File: src/rtl/axi4lite_regfile_slave_if.sv
// AXI4-Lite bus bundle for the CTRL register port.
// The master modport drives addresses, data and response-ready signals.
// The slave modport drives the ready signals and the responses.
interface axi4lite_regfile_slave_if #(
    parameter int ADDRW = 8,
    parameter int DATAW = 32
) ();

    // Write address channel
    logic [ADDRW-1:0]     awaddr;
    logic                 awvalid;
    logic                 awready;

    // Write data channel
    logic [DATAW-1:0]     wdata;
    logic [DATAW/8-1:0]   wstrb;
    logic                 wvalid;
    logic                 wready;

    // Write response channel
    logic [1:0]           bresp;
    logic                 bvalid;
    logic                 bready;

    // Read address channel
    logic [ADDRW-1:0]     araddr;
    logic                 arvalid;
    logic                 arready;

    // Read data channel
    logic [DATAW-1:0]     rdata;
    logic [1:0]           rresp;
    logic                 rvalid;
    logic                 rready;

    modport master (
        output awaddr, awvalid,
        input  awready,
        output wdata, wstrb, wvalid,
        input  wready,
        input  bresp, bvalid,
        output bready,
        output araddr, arvalid,
        input  arready,
        input  rdata, rresp, rvalid,
        output rready
    );

    modport slave (
        input  awaddr, awvalid,
        output awready,
        input  wdata, wstrb, wvalid,
        output wready,
        output bresp, bvalid,
        input  bready,
        input  araddr, arvalid,
        output arready,
        output rdata, rresp, rvalid,
        input  rready
    );

endinterface

File: src/rtl/axi4lite_regfile_slave.sv
// AXI4-Lite responder for a bank of N_REGS 32-bit control registers.
// The write path buffers one AW beat and one W beat independently and
// commits them together on the edge after both are present. The read path
// answers one AR beat at a time. Register contents leave as a flat vector,
// along with a one-cycle pulse per register on every committed write.
module axi4lite_regfile_slave #(
    parameter int              N_REGS    = 8,
    parameter int              ADDRW     = 8,
    parameter int              DATAW     = 32,
    parameter logic [31:0]     RESET_VAL = 32'h0
) (
    input  logic                       clk_i,
    input  logic                       rst_i,
    axi4lite_regfile_slave_if.slave    s_axi_ctrl,
    output logic [N_REGS*DATAW-1:0]    regs_o,
    output logic [N_REGS-1:0]          wr_pulse_o
);

    localparam int               IDXW      = ADDRW - 2;
    localparam int               NLANES    = DATAW / 8;
    localparam logic [IDXW:0]    IDX_LIMIT = (IDXW+1)'(N_REGS);
    localparam logic [1:0]       RESP_OKAY   = 2'b00;
    localparam logic [1:0]       RESP_SLVERR = 2'b10;

    // Elaboration-time guard on the geometry this block supports.
    if (DATAW != 32) begin : g_bad_dataw
        $error("axi4lite_regfile_slave: DATAW must be 32");
    end
    if (N_REGS > (1 << IDXW)) begin : g_bad_nregs
        $error("axi4lite_regfile_slave: N_REGS exceeds the address space");
    end

    // ------------------------------------------------------------------
    // State
    // ------------------------------------------------------------------
    logic                     init_reg;

    logic                     aw_full_reg;
    logic [IDXW-1:0]          aw_idx_reg;
    logic                     w_full_reg;
    logic [DATAW-1:0]         w_data_reg;
    logic [NLANES-1:0]        w_strb_reg;
    logic                     bvalid_reg;
    logic [1:0]               bresp_reg;

    logic                     rvalid_reg;
    logic [1:0]               rresp_reg;
    logic [DATAW-1:0]         rdata_reg;

    logic [N_REGS-1:0]        wr_pulse_reg;
    logic [N_REGS*DATAW-1:0]  regs_flat;

    // ------------------------------------------------------------------
    // Combinational handshake and decode signals
    // ------------------------------------------------------------------
    logic                     awready_c;
    logic                     wready_c;
    logic                     arready_c;
    logic                     aw_hs;
    logic                     w_hs;
    logic                     b_hs;
    logic                     ar_hs;
    logic                     r_hs;
    logic                     commit;
    logic                     aw_in_range;
    logic [IDXW-1:0]          ar_idx;
    logic                     ar_in_range;
    logic [DATAW-1:0]         rd_mux;
    logic [N_REGS-1:0]        hit_vec;
    logic                     unused_addr_lsbs;

    // Ready generation, handshake detection and address decode.
    always_comb begin
        awready_c   = init_reg & ~aw_full_reg & ~bvalid_reg;
        wready_c    = init_reg & ~w_full_reg  & ~bvalid_reg;
        arready_c   = init_reg & ~rvalid_reg;

        aw_hs       = s_axi_ctrl.awvalid & awready_c;
        w_hs        = s_axi_ctrl.wvalid  & wready_c;
        b_hs        = bvalid_reg & s_axi_ctrl.bready;
        ar_hs       = s_axi_ctrl.arvalid & arready_c;
        r_hs        = rvalid_reg & s_axi_ctrl.rready;

        // Both halves of the write are present and the response slot is free.
        commit      = aw_full_reg & w_full_reg & ~bvalid_reg;
        aw_in_range = ({1'b0, aw_idx_reg} < IDX_LIMIT);

        ar_idx      = s_axi_ctrl.araddr[ADDRW-1:2];
        ar_in_range = ({1'b0, ar_idx} < IDX_LIMIT);
    end

    // Byte-offset bits of both addresses carry no meaning for word registers.
    assign unused_addr_lsbs = ^{s_axi_ctrl.awaddr[1:0], s_axi_ctrl.araddr[1:0]};

    // One-hot commit target; out-of-range indices match no bit, so they
    // neither write a register nor raise a pulse.
    always_comb begin
        hit_vec = '0;
        for (int i = 0; i < N_REGS; i++) begin
            hit_vec[i] = commit && (aw_idx_reg == IDXW'(i));
        end
    end

    // Read mux: selected register, or zero for an out-of-range index.
    always_comb begin
        rd_mux = '0;
        for (int i = 0; i < N_REGS; i++) begin
            if (ar_idx == IDXW'(i)) begin
                rd_mux = regs_flat[i*DATAW +: DATAW];
            end
        end
    end

    // ------------------------------------------------------------------
    // Sequential logic
    // ------------------------------------------------------------------

    // Holds all ready signals low until the first edge after reset release.
    always_ff @(posedge clk_i or posedge rst_i) begin
        if (rst_i) begin
            init_reg <= 1'b0;
        end else begin
            init_reg <= 1'b1;
        end
    end

    // Write path: AW/W holding buffers, commit and write response.
    always_ff @(posedge clk_i or posedge rst_i) begin
        if (rst_i) begin
            aw_full_reg <= 1'b0;
            aw_idx_reg  <= '0;
            w_full_reg  <= 1'b0;
            w_data_reg  <= '0;
            w_strb_reg  <= '0;
            bvalid_reg  <= 1'b0;
            bresp_reg   <= RESP_OKAY;
        end else if (commit) begin
            // Readies are low while both buffers are full, so no new beat
            // can arrive on the commit edge.
            aw_full_reg <= 1'b0;
            w_full_reg  <= 1'b0;
            bvalid_reg  <= 1'b1;
            bresp_reg   <= aw_in_range ? RESP_OKAY : RESP_SLVERR;
        end else begin
            if (aw_hs) begin
                aw_full_reg <= 1'b1;
                aw_idx_reg  <= s_axi_ctrl.awaddr[ADDRW-1:2];
            end
            if (w_hs) begin
                w_full_reg  <= 1'b1;
                w_data_reg  <= s_axi_ctrl.wdata;
                w_strb_reg  <= s_axi_ctrl.wstrb;
            end
            if (b_hs) begin
                bvalid_reg  <= 1'b0;
            end
        end
    end

    // One-cycle commit pulse per register.
    always_ff @(posedge clk_i or posedge rst_i) begin
        if (rst_i) begin
            wr_pulse_reg <= '0;
        end else begin
            wr_pulse_reg <= hit_vec;
        end
    end

    // Register storage, one byte-enabled word per generate slice.
    for (genvar gi = 0; gi < N_REGS; gi++) begin : g_reg
        logic [DATAW-1:0] word_reg;

        // Byte-lane write on commit; lanes with a clear strobe keep their value.
        always_ff @(posedge clk_i or posedge rst_i) begin
            if (rst_i) begin
                word_reg <= RESET_VAL;
            end else if (hit_vec[gi]) begin
                for (int b = 0; b < NLANES; b++) begin
                    if (w_strb_reg[b]) begin
                        word_reg[b*8 +: 8] <= w_data_reg[b*8 +: 8];
                    end
                end
            end
        end

        assign regs_flat[gi*DATAW +: DATAW] = word_reg;
    end

    // Read path: capture data on AR handshake, hold until R handshake.
    // The capture sees pre-edge register values, so a same-edge commit
    // to the same register returns the old contents.
    always_ff @(posedge clk_i or posedge rst_i) begin
        if (rst_i) begin
            rvalid_reg <= 1'b0;
            rresp_reg  <= RESP_OKAY;
            rdata_reg  <= '0;
        end else if (ar_hs) begin
            rvalid_reg <= 1'b1;
            rresp_reg  <= ar_in_range ? RESP_OKAY : RESP_SLVERR;
            rdata_reg  <= rd_mux;
        end else if (r_hs) begin
            rvalid_reg <= 1'b0;
        end
    end

    // ------------------------------------------------------------------
    // Outputs
    // ------------------------------------------------------------------
    assign s_axi_ctrl.awready = awready_c;
    assign s_axi_ctrl.wready  = wready_c;
    assign s_axi_ctrl.bvalid  = bvalid_reg;
    assign s_axi_ctrl.bresp   = bresp_reg;
    assign s_axi_ctrl.arready = arready_c;
    assign s_axi_ctrl.rvalid  = rvalid_reg;
    assign s_axi_ctrl.rresp   = rresp_reg;
    assign s_axi_ctrl.rdata   = rdata_reg;

    assign regs_o     = regs_flat;
    assign wr_pulse_o = wr_pulse_reg;

endmodule

File: src/flat_wrapper.sv
// flat-port wrapper written by rule: the top's interface ports become plain ports
module axi4lite_regfile_slave_flat 
#(
    parameter int              N_REGS    = 8,
    parameter int              ADDRW     = 8,
    parameter int              DATAW     = 32,
    parameter logic [31:0]     RESET_VAL = 32'h0
)
  (clk_i, rst_i, regs_o, wr_pulse_o, s_axi_ctrl_awaddr, s_axi_ctrl_awvalid, s_axi_ctrl_awready, s_axi_ctrl_wdata, s_axi_ctrl_wstrb, s_axi_ctrl_wvalid, s_axi_ctrl_wready, s_axi_ctrl_bresp, s_axi_ctrl_bvalid, s_axi_ctrl_bready, s_axi_ctrl_araddr, s_axi_ctrl_arvalid, s_axi_ctrl_arready, s_axi_ctrl_rdata, s_axi_ctrl_rresp, s_axi_ctrl_rvalid, s_axi_ctrl_rready);
  axi4lite_regfile_slave_if #(.ADDRW(ADDRW), .DATAW(DATAW)) s_axi_ctrl_i ();
  input  logic clk_i;
  input  logic rst_i;
  output logic [N_REGS*DATAW-1:0] regs_o;
  output logic [N_REGS-1:0] wr_pulse_o;
  input wire logic [$bits(s_axi_ctrl_i.awaddr)-1:0] s_axi_ctrl_awaddr;
  input wire logic [$bits(s_axi_ctrl_i.awvalid)-1:0] s_axi_ctrl_awvalid;
  output wire logic [$bits(s_axi_ctrl_i.awready)-1:0] s_axi_ctrl_awready;
  input wire logic [$bits(s_axi_ctrl_i.wdata)-1:0] s_axi_ctrl_wdata;
  input wire logic [$bits(s_axi_ctrl_i.wstrb)-1:0] s_axi_ctrl_wstrb;
  input wire logic [$bits(s_axi_ctrl_i.wvalid)-1:0] s_axi_ctrl_wvalid;
  output wire logic [$bits(s_axi_ctrl_i.wready)-1:0] s_axi_ctrl_wready;
  output wire logic [$bits(s_axi_ctrl_i.bresp)-1:0] s_axi_ctrl_bresp;
  output wire logic [$bits(s_axi_ctrl_i.bvalid)-1:0] s_axi_ctrl_bvalid;
  input wire logic [$bits(s_axi_ctrl_i.bready)-1:0] s_axi_ctrl_bready;
  input wire logic [$bits(s_axi_ctrl_i.araddr)-1:0] s_axi_ctrl_araddr;
  input wire logic [$bits(s_axi_ctrl_i.arvalid)-1:0] s_axi_ctrl_arvalid;
  output wire logic [$bits(s_axi_ctrl_i.arready)-1:0] s_axi_ctrl_arready;
  output wire logic [$bits(s_axi_ctrl_i.rdata)-1:0] s_axi_ctrl_rdata;
  output wire logic [$bits(s_axi_ctrl_i.rresp)-1:0] s_axi_ctrl_rresp;
  output wire logic [$bits(s_axi_ctrl_i.rvalid)-1:0] s_axi_ctrl_rvalid;
  input wire logic [$bits(s_axi_ctrl_i.rready)-1:0] s_axi_ctrl_rready;
  assign s_axi_ctrl_i.awaddr = s_axi_ctrl_awaddr;
  assign s_axi_ctrl_i.awvalid = s_axi_ctrl_awvalid;
  assign s_axi_ctrl_awready = s_axi_ctrl_i.awready;
  assign s_axi_ctrl_i.wdata = s_axi_ctrl_wdata;
  assign s_axi_ctrl_i.wstrb = s_axi_ctrl_wstrb;
  assign s_axi_ctrl_i.wvalid = s_axi_ctrl_wvalid;
  assign s_axi_ctrl_wready = s_axi_ctrl_i.wready;
  assign s_axi_ctrl_bresp = s_axi_ctrl_i.bresp;
  assign s_axi_ctrl_bvalid = s_axi_ctrl_i.bvalid;
  assign s_axi_ctrl_i.bready = s_axi_ctrl_bready;
  assign s_axi_ctrl_i.araddr = s_axi_ctrl_araddr;
  assign s_axi_ctrl_i.arvalid = s_axi_ctrl_arvalid;
  assign s_axi_ctrl_arready = s_axi_ctrl_i.arready;
  assign s_axi_ctrl_rdata = s_axi_ctrl_i.rdata;
  assign s_axi_ctrl_rresp = s_axi_ctrl_i.rresp;
  assign s_axi_ctrl_rvalid = s_axi_ctrl_i.rvalid;
  assign s_axi_ctrl_i.rready = s_axi_ctrl_rready;
  axi4lite_regfile_slave #(.N_REGS(N_REGS), .ADDRW(ADDRW), .DATAW(DATAW), .RESET_VAL(RESET_VAL)) u_core (.clk_i(clk_i), .rst_i(rst_i), .s_axi_ctrl(s_axi_ctrl_i), .regs_o(regs_o), .wr_pulse_o(wr_pulse_o));
endmodule
File: config.mk
export PLATFORM = sky130hd
export DESIGN_NAME = axi4lite_regfile_slave_flat
export DESIGN_NICKNAME = d
export VERILOG_FILES = /design/src/rtl/axi4lite_regfile_slave_if.sv /design/src/rtl/axi4lite_regfile_slave.sv /design/src/flat_wrapper.sv
export SDC_FILE = /design/constraint.sdc
export NUM_CORES = 1
export LEC_CHECK = 0
export BUFFER_PORTS_ARGS = -buffer_cell sky130_fd_sc_hd__buf_2
export CAP_MARGIN = 10
export CORE_MARGIN = 4
export CORE_UTILIZATION = 60
export CTS_BUF_LIST = sky130_fd_sc_hd__clkbuf_8
export CTS_CLUSTER_SIZE = 28
export DETAILED_ROUTE_END_ITERATION = 6
export PLACE_DENSITY = 0.95
export SETUP_SLACK_MARGIN = 0.5
export SYNTH_ARGS = -nofsm -noshare
export SYNTH_HDL_FRONTEND = slang
export SYNTH_SLANG_ARGS = --single-unit
File: constraint.sdc
create_clock -name clk_i -period 18.7 [get_ports clk_i]
set_input_delay 2.805 -clock clk_i [delete_from_list [all_inputs] [get_ports clk_i]]
set_output_delay 2.805 -clock clk_i [all_outputs]
set_load 0.05 [all_outputs]
==> summary.md <==
| Metric | Value |
|---|---|
| Outcome | `completed` |
| Reg area | `0.00863 mm^2` |
| Number of optimization iterations in the first detailed-route pass | `5` |
| Total area of multi-input combinational cells | `0.00627 mm^2` |
| Synth unique cells | `51` |
| Global Route Usage Sum | `33.9%` |
| Setup repair after global routing missed its margin | `no` |
| Worst Path Required | `19.17 ns` |
| Ratio of cells with drive above 1 in the final layout | `53.5%` |
| Number of placed I/O pins | `364` |
| Nets | `1,541` |
| Floorplan die area | `0.0279 mm^2` |
| Highest fanout seen on the critical path | `39` |
| Core Rows | `57` |
| Wire length of the first global-routing pass | `73.8 mm` |
| EDFF count, synth | `0` |
| Category of the critical setup timing path | `in2reg` |
| Post-synth top area share | `57.0%` |
| DR iter-0 viols | `1,256` |
| Total global routing overflow | `0` |
| CTS Root Cell | `sky130_fd_sc_hd__clkbuf_8` |
| Fraction of the mapped netlist area in adder cells | `0%` |
| CTS Hold Buffers Added | `0` |
| Min-Delay Path Class | `reg2reg` |
| CTS H-tree lvls | `2` |
| Cell area power density | `142 mW/mm^2` |
| Arrival time at the worst endpoint | `5.39 ns` |
| Inst Count DP | `1,751` |
| Via count of the first global-routing pass | `12,304` |
| Kind of end point of the critical path | `flop` |
| Number of synthesis warnings | `0` |
| Maximum operating frequency | `203 MHz` |
| Total core area | `0.0246 mm^2` |
| DR vias | `11,720` |
| Maximum capacitance violations | `0` |
| Max reg flops | `256` |
| Layout Cell Area excl Fill | `0.0183 mm^2` |
| Horizontal die dimension | `167 um` |
| DPL Wire Length | `32.0 mm` |
| Synth Area in Simple Gates | `6.13%` |
| Number of antenna violations at the first check in global routing | `2` |
| Worst slew margin relative to its limit | `35.8%` |
| CTS tree | `done` |
| Proportion of synthesized chip area in sequential cells | `57.0%` |
| Mean post-synth cell area | `13.6 um^2` |
| Worst setup path startpoint | `s_axi_ctrl_araddr[3]` |
| Setup WS pre-CTS | `13.25 ns` |
| Layout overhead on the synthesized area | `20.7%` |
| Launch instance of the worst register-to-register path | `u_core.s_axi_ctrl.bvalid` |
| Final hold violations | `0` |
| Buffers added on ports | `357` |
| Number of post-CTS setup repair buffers | `0` |
| Startpoint Class | `input pin` |
| Setup Viol. Count Final | `0` |
| Post-synth top area cell | `sky130_fd_sc_hd__dfrtp_1` |
| Worst-case clock buffer depth | `3` |
| Fill cell total of the finished layout | `1,521` |
| Setup TNS | `0 ns` |
| Number of nets still failing antenna checks after routing | `0` |
| Cts bufs inserted | `53` |
| Cells taking the most area after synthesis | `sky130_fd_sc_hd__dfrtp_1, sky130_fd_sc_hd__mux2_2, sky130_fd_sc_hd__mux4_2` |
| Final clock skew | `0.0277 ns` |
| Compound-Gate Fraction of Synth Area | `6.55%` |
| Routability cong. | `0.854` |
| Wirelength per Cell | `26.0 um` |
| Via density per instance | `6.36` |
| Clock sink count | `345` |
| Portion of netlist area occupied by mux cells | `28.6%` |
| Number of pins with negative max-slew slack in the final report | `0` |
| Routed wire length | `47.9 mm` |
| Fraction of registers with async set/reset | `100%` |
| Cts repair resizes | `0` |
| Least setup slack across all paths after layout | `13.78 ns` |
| Capturing instance or port of the critical path | `u_core.s_axi_ctrl.rdata[15]` |
| Initial core utilization | `61.6%` |
| Min Tclk post-route | `4.92 ns` |
| Die boundary height | `167 um` |
| Placement-stage cell area | `0.0172 mm^2` |
| Area of the mapped netlist | `0.0151 mm^2` |
| Leakage dissipation | `9.80 nW` |
| Total Power | `2.61 mW` |
| Most used flip-flop cell after synthesis | `sky130_fd_sc_hd__dfrtp_1` |
| Max IR drop VDD | `102 uV` |
| Post-route fraction of the period consumed by the critical path | `26.3%` |
| Register bit count reported by yosys | `345` |
| Pin count of the biggest net entering global routing | `127` |
| Synthesized netlist cell count | `1,114` |
| XOR/XNOR share of the synthesized area | `0%` |
| Main combinational cell family by area after synthesis | `multiplexers` |
| Worst skew pair latency | `0.57 ns` |
| Capturing point of the worst reg2reg path | `u_core.g_reg[2].word_reg[4]` |
| Number of cells traversed by the worst register-to-register path | `5` |
| Worst-Margin Slew | `0.963 ns` |
| Number of remaining DRC errors | `0` |
| Number of standard cells in the layout, taps in and fillers out | `1,844` |
| Worst setup slack for register-to-register paths | `15.62 ns` |
| Reg clk slew, reported paths | `0.06 ns` |
==> where the power goes <==
part | total, mW | switching [mW] | internal [mW]
clock | 0.631 | 0.292 | 0.339
sequential | 1.12 | 0.211 | 0.905
combinational | 0.860 | 0.604 | 0.255
==> worst min path at each step <==
| stage | startpoint | end | slack, ns | depth (start not counted) |
|---|---|---|---|---|
| after floorplan | u_core.w_strb_reg[3] | u_core.w_strb_reg[3] | 0.49 | 1 |
| after global placement | u_core.s_axi_ctrl.rdata[25] | u_core.s_axi_ctrl.rdata[25] | 0.46 | 2 |
| after detailed placement | u_core.s_axi_ctrl.rdata[25] | u_core.s_axi_ctrl.rdata[25] | 0.47 | 2 |
| after CTS | u_core.s_axi_ctrl.rdata[25] | u_core.s_axi_ctrl.rdata[25] | 0.48 | 2 |
| after global routing | u_core.s_axi_ctrl.rdata[3] | u_core.s_axi_ctrl.rdata[3] | 0.50 | 2 |
| final | u_core.s_axi_ctrl.rdata[25] | u_core.s_axi_ctrl.rdata[25] | 0.48 | 2 |
==> stage by stage <==
step,util (%),hold slack (ns)
6_report,74.3,0.478
5_1_grt,74.3,0.498
4_1_cts,74.3,0.478
3_5_place_dp,70.0,0.465
3_3_place_gp,70.0,0.456
2_1_floorplan,-,0.494
==> logic make-up (layout without fill, tap and decap cells) <==
| family | after synthesis | in the layout |
|---|---|---|
| flops | 345 | 345 |
| other cells | 2 | 6 |
| simple gates | 176 | 176 |
| mux | 354 | 354 |
| compound gates | 173 | 173 |
| buf+inv | 64 | 466 |
==> Yosys cell counts (7+ instances only) <==
library cell               count
sky130_fd_sc_hd__a211oi_1      9
sky130_fd_sc_hd__a21oi_1      36
sky130_fd_sc_hd__buf_1        10
sky130_fd_sc_hd__buf_2         7
sky130_fd_sc_hd__clkbuf_1     38
sky130_fd_sc_hd__dfrtp_1     345
sky130_fd_sc_hd__mux2_2      295
sky130_fd_sc_hd__mux2i_1      23
sky130_fd_sc_hd__mux4_2       33
sky130_fd_sc_hd__nand2_1      63
sky130_fd_sc_hd__nand2_2       7
sky130_fd_sc_hd__nand3_2       8
sky130_fd_sc_hd__nor2_1       45
sky130_fd_sc_hd__nor3_1        8
sky130_fd_sc_hd__o21ai_0      80
sky130_fd_sc_hd__o22ai_1      22
==> critical path: stages <==
cell	delay, ns
sky130_fd_sc_hd__buf_4	0.49
sky130_fd_sc_hd__buf_4	0.66
sky130_fd_sc_hd__nand2b_1	0.21
sky130_fd_sc_hd__buf_4	0.36
sky130_fd_sc_hd__o22ai_1	0.13
sky130_fd_sc_hd__a221oi_1	0.33
sky130_fd_sc_hd__o21ai_0	0.15
sky130_fd_sc_hd__o21ai_0	0.20
==> layout make-up <==
cell class / count / share of cell area, %
diodes: 3 / 0.0410
clock buffers: 65 / 4.89
clock inverters: 25 / 0.876
inverters: 7 / 0.185
multi-input cells: 706 / 34.3
flip-flops and latches: 345 / 47.2
well taps: 324 / 2.22
repair buffers: 369 / 10.3
==> metal layers <==
| layer | vias up | share of wire (%) | track usage, % | wire (um) |
|---|---|---|---|---|
| met4 | 0 | 4.6 | 15.4 | 2220 |
| met5 | - | 0 | 0 | 0 |
| met2 | 747 | 49 | 55.6 | 23700 |
| met1 | 5972 | 37 | 42.9 | 17500 |
| met3 | 158 | 9.4 | 8.41 | 4520 |
| li1 | 4843 | - | - | - |
==> layout by cell type (no fill, tap or decap), drive strengths merged, types with 13 or more instances in the layout <==
cell type,netlist,routed
mux2i,23,23
inv,6,20
nor2,51,51
nand2,70,70
o21ai,81,81
nand3,13,13
clkbuf,38,65
mux2,298,298
o22ai,22,22
mux4,33,33
buf,19,369
a21oi,36,36
dfrtp,345,345
No activity file was read; power rests on OpenSTA's default activity.
